`config.mk`:
```
export PLATFORM = sky130hd
export DESIGN_NAME = adc_seq_ctrl
export DESIGN_NICKNAME = d
export VERILOG_FILES = /design/src/rtl/adc_seq_ctrl.sv
export SDC_FILE = /design/constraint.sdc
export NUM_CORES = 1
export LEC_CHECK = 0
export BUFFER_PORTS_ARGS = -buffer_cell sky130_fd_sc_hd__buf_2
export CORE_MARGIN = 4
export CORE_UTILIZATION = 60
export CTS_BUF_LIST = sky130_fd_sc_hd__clkbuf_4 sky130_fd_sc_hd__clkbuf_8
export CTS_CLUSTER_DIAMETER = 100
export DETAILED_ROUTE_END_ITERATION = 10
export GPL_TIMING_DRIVEN = 0
export PLACE_DENSITY = 0.77
export SYNTH_ARGS = -nofsm -noshare
export SYNTH_HDL_FRONTEND = slang
export SYNTH_SLANG_ARGS = --single-unit
```
`constraint.sdc`:
```
create_clock -name clk -period 3.7 [get_ports clk]
set_input_delay 0.37 -clock clk [delete_from_list [all_inputs] [get_ports clk]]
set_output_delay 0.37 -clock clk [all_outputs]
set_load 0.02 [all_outputs]
```
`src/rtl/adc_seq_ctrl.sv`:
```
// Sequencer for the 8-bit serial ADC: frames chip-select setup, 8 MSB-first
// serial clocks and a conversion wait; the first frame after reset only primes the ADC.
module adc_seq_ctrl #(
  parameter int SCLK_DIV      = 25,
  parameter int CS_SETUP      = 75,
  parameter int CONV_WAIT     = 1000,
  parameter int SAMPLE_PERIOD = 2500
) (
  input  logic       clk,
  input  logic       resetn,
  input  logic       en,
  input  logic       start,
  input  logic       adc_data,
  output logic       adc_cs_n,
  output logic       adc_clk,
  output logic [7:0] data_out,
  output logic       data_valid,
  output logic       busy,
  output logic       overrun
);

  localparam int CNT_MAX = (CS_SETUP > CONV_WAIT) ? CS_SETUP : CONV_WAIT;
  localparam int CNT_W   = $clog2(CNT_MAX + 1);
  localparam int PH_W    = $clog2(2 * SCLK_DIV);
  localparam int TMR_W   = $clog2(SAMPLE_PERIOD);

  typedef enum logic [2:0] {IDLE, SETUP, SHIFT, DONE, CONV} state_t;

  state_t             state;
  logic [CNT_W-1:0]   cnt;
  logic [PH_W-1:0]    ph;
  logic [2:0]         bit_idx;
  logic [7:0]         shreg;
  logic               prime;
  logic               data_s1, data_s2;
  logic [TMR_W-1:0]   tmr;
  logic               tick;

  always_ff @(posedge clk or negedge resetn) begin
    if (!resetn) begin
      data_s1 <= 1'b0;
      data_s2 <= 1'b0;
    end else begin
      data_s1 <= adc_data;
      data_s2 <= data_s1;
    end
  end

  always_comb begin
    tick = en && (tmr == TMR_W'(SAMPLE_PERIOD - 1));
  end

  // Held at zero while disabled so the first tick lands a full period after en rises.
  always_ff @(posedge clk or negedge resetn) begin
    if (!resetn) begin
      tmr <= '0;
    end else if (!en || tick) begin
      tmr <= '0;
    end else begin
      tmr <= tmr + TMR_W'(1);
    end
  end

  always_ff @(posedge clk or negedge resetn) begin
    if (!resetn) begin
      state      <= IDLE;
      cnt        <= '0;
      ph         <= '0;
      bit_idx    <= '0;
      shreg      <= '0;
      prime      <= 1'b0;
      adc_cs_n   <= 1'b1;
      adc_clk    <= 1'b0;
      data_out   <= '0;
      data_valid <= 1'b0;
      busy       <= 1'b0;
      overrun    <= 1'b0;
    end else begin
      data_valid <= 1'b0;
      overrun    <= tick && (state != IDLE);
      unique case (state)
        IDLE: begin
          if (start || tick) begin
            state    <= SETUP;
            cnt      <= '0;
            adc_cs_n <= 1'b0;
            busy     <= 1'b1;
          end
        end
        SETUP: begin
          if (cnt == CNT_W'(CS_SETUP - 1)) begin
            state   <= SHIFT;
            cnt     <= '0;
            ph      <= '0;
            bit_idx <= 3'd7;
            adc_clk <= 1'b1;
          end else begin
            cnt <= cnt + CNT_W'(1);
          end
        end
        SHIFT: begin
          if (ph == '0) begin
            shreg[bit_idx] <= data_s2;
          end
          if (ph == PH_W'(SCLK_DIV - 1)) begin
            adc_clk <= 1'b0;
          end
          if (ph == PH_W'(2 * SCLK_DIV - 1)) begin
            ph <= '0;
            if (bit_idx == 3'd0) begin
              // Result is published on entry to DONE so the strobe occupies the DONE cycle.
              state    <= DONE;
              adc_cs_n <= 1'b1;
              if (prime) begin
                data_out   <= shreg;
                data_valid <= 1'b1;
              end
            end else begin
              bit_idx <= bit_idx - 3'd1;
              adc_clk <= 1'b1;
            end
          end else begin
            ph <= ph + PH_W'(1);
          end
        end
        DONE: begin
          prime <= 1'b1;
          state <= CONV;
          cnt   <= '0;
        end
        CONV: begin
          if (cnt == CNT_W'(CONV_WAIT - 1)) begin
            state <= IDLE;
            busy  <= 1'b0;
          end else begin
            cnt <= cnt + CNT_W'(1);
          end
        end
        default: begin
          state <= IDLE;
        end
      endcase
    end
  end

endmodule
```
==> flow_summary.toml <==
[run_status]
outcome = "finished, final reports clean"

[cts]
htreeDepth = 3
cts-root-buf = "clkbuf_8"
cts_tree = "yes"
cts-buffers-inserted = 9
cts_hold_buf = 0
worstSkewPairLatency_ps = 330
ctsLongestPathBuffers = 2
clk_pin_slew_ps = 60
cts_sinks = 58
cts_setup_buffers = 0
ctsResizeCount = 0

[synth]
synthTopCellsByArea = "dfrtp_1 (50%), mux2_2 (6.7%), and3_1 (3.7%), ha_1 (3.5%), nor2_1 (3.3%)"
ys_types = 51
ys_ff_latch = 58
synth_warnings = 0
synth_top_area_share_pct = 50.2
netlist_instances = 264
synth_area_leader_cell = "dfrtp_1"
synth_edf_count = 0
synth_area_um2 = 2840
async_flop_share_pct = 100
avgSynthCellArea_um2 = 10.8
yosys_most_used_dff = "dfrtp_1"
yosysSeqAreaShare_pct = 51.1
synth_fp_nets = 277

[timing]
slew_headroom_pct = 32.5
setup_viol = 0
tns_ps = 0
tightest_slew_ps = 1000
max_freq_mhz = 382
hold_violations = 0
timing.hold.ws_ps = 97.0
period_share_pct = 70.8
finalMaxSlewViolations = 0
post-route-min-period_ps = 2620
fin_skew_ps = 3.84
rsz0062_at_grt = "no"

[finish]
multi_input_area_um2 = 1320
seqCellArea_um2 = 1450
layout-drive-gt1-share_pct = 20.5
postLayoutCoreUtil_pct = 72.2
syn2layout_area_growth_pct = 13.7
nFillCells = 321
diodes = 0
nets = 305
design_area_um2 = 3230

[placement]
place.gp.congestion = 0.864
port_buffers = 17
dp_hpwl_um = 3490
placed_area_um2 = 2990

[grt]
grt_pass1_vias = 1991
grt_usage_pct = 19.3
grt_max_degree = 59
antenna_found_initial = 0
grt_pass1_wl_um = 9200
grt_overflow_total = 0

[routing]
drc = 0
drt_iter0_drc = 109
highest_layer = "met4"
drt_pass1_iterations = 4
wl_met1_um = 2530
route.met3.wl_um = 166
drt_wl_total_um = 5290
route.met2.wl_um = 2480
ant_nets = 0
vias = 2104
viasPerCell = 6.03
wire_per_inst_um = 15.2

[worst_setup_path]
slowest_stage = "nor3b_1"
critical_path_arrival_ps = 2830
critical_path_class = "register to register"
cp-end-kind = "register"
cp_top_family = "simple AND/OR/NAND/NOR gates"
path_cells = "ha_1 > and4_1 > nand3_1 > nor3b_1 > nor3_1 > a221o_1"
cp_max_fo = 9
slowest_delay_ps = 790
cp.required_ps = 3920
crit_buf_inv = 0
crit_path_start_kind = "register"

[die]
die_h_um = 76.8
core-area_um2 = 4470
fp.dieW_um = 76.8
die-area_um2 = 5900
fp-row-count = 24
start_util_pct = 63.5
io_pins = 18

[job]
cap_viol_max_count = 0

[hold_path]
hp-class = "input port to async pin"

[power_and_ir_drop]
leakagePower_nw = 1.57
p_per_area_nw_per_um2 = 574
ir_drop_uv = 234
[placed cells by master (no fill, tap or decap), drive strengths merged, types with 4 or more instances in the layout]
master | netlist | routed
a21oi | 4 | 4
a221o | 7 | 7
and3 | 17 | 17
buf | 2 | 19
clkbuf | 5 | 15
dfrtp | 57 | 57
ha | 8 | 8
inv | 8 | 8
mux2 | 18 | 18
nand2 | 14 | 14
nand2b | 6 | 6
nand3 | 16 | 16
nor2 | 25 | 25
nor2b | 4 | 4
nor3b | 5 | 5
nor4 | 4 | 4
o21ai | 13 | 13
xnor2 | 5 | 5
xor2 | 5 | 5
[layer usage]
| layer | vias up | global-route usage, % |
|---|---|---|
| met1 | 1025 | 26.1 |
| met5 | - | 0 |
| met3 | 14 | 3.75 |
| met4 | 0 | 8.88 |
| li1 | 1026 | - |
| met2 | 39 | 30.1 |
[area by class of cell]
| type | count | area share, % |
|---|---|---|
| Buffer | 7 | 1.08 |
| Clock buffer | 10 | 4.07 |
| Clock inverter | 6 | 3.25 |
| Inverter | 8 | 0.930 |
| Multi-Input combinational cell | 191 | 41.0 |
| Sequential cell | 58 | 45.0 |
| Tap cell | 52 | 2.01 |
| Timing Repair Buffer | 17 | 2.71 |
[registers in the layout, indices dropped and copies added (netlist names)]
signal / flops
adc_clk: 1
adc_cs_n: 1
bit_idx: 3
busy: 1
cnt: 10
data_out: 8
data_s1: 1
data_s2: 1
data_valid: 1
overrun: 1
ph: 6
prime: 1
shreg: 8
state: 3
tmr: 12
[path summary, 6_finish.rpt]
path	end	slack [ps]	from	cells after the start
max in group asynchronous	tmr[6]	3140	resetn	1
worst max register to register	cnt[5]	1080	tmr[0]	6
worst max-delay path	cnt[5]	1080	tmr[0]	6
worst min-delay path	data_out[2]	100	resetn	1
min in group clk	data_s1	150	adc_data	1
worst min register to register	data_s2	360	data_s1	0
[cell usage after synthesis, types with 2 or more instances]
library cell and number:
a21o_1 3, a21oi_1 4, a221o_1 7, a31oi_1 2, and3_1 17, and4_1 2
clkbuf_1 5, dfrtp_1 57, ha_1 8, inv_1 7, mux2_2 17, nand2_1 14
nand2b_1 6, nand3_1 16, nor2_1 25, nor2b_1 4, nor3_1 2, nor3b_1 5
nor4_1 4, nor4bb_1 2, o21ai_0 12, o31ai_1 3, o41ai_1 2, or2_2 3
or3b_2 2, or4_4 2, xnor2_1 5, xor2_1 5
[power breakdown]
part / switching [mW] / internal (mW) / total [mW]
registers: 0.0779 / 0.703 / 0.781
logic: 0.209 / 0.170 / 0.379
clock network: 0.243 / 0.451 / 0.694
[cell families (layout without fill, tap and decap cells)]
family                   after synthesis  after routing  share of synthesized area [%]
AO/OA/AOI/OAI                         44             44                           11.1
flip-flops                            58             58                           51.1
AND/OR/NAND/NOR                      111            111                           21.8
XOR/XNOR                              10             10                           3.08
buffers and inverters                 15             48                           2.29
adder cells (fa/ha/maj)                8              8                           3.52
multiplexers                          18             18                           7.13
[through the flow]
step | cells | power [mW] | setup slack (ps)
2_1_floorplan | 264 | 1.06 | 1400
3_3_place_gp | 333 | 1.15 | 1160
3_5_place_dp | 333 | 1.16 | 1150
4_1_cts | 349 | 1.87 | 1070
5_1_grt | 349 | 1.96 | 842
6_report | 349 | 1.85 | 1080
No activity file was read; power rests on OpenSTA's default activity.
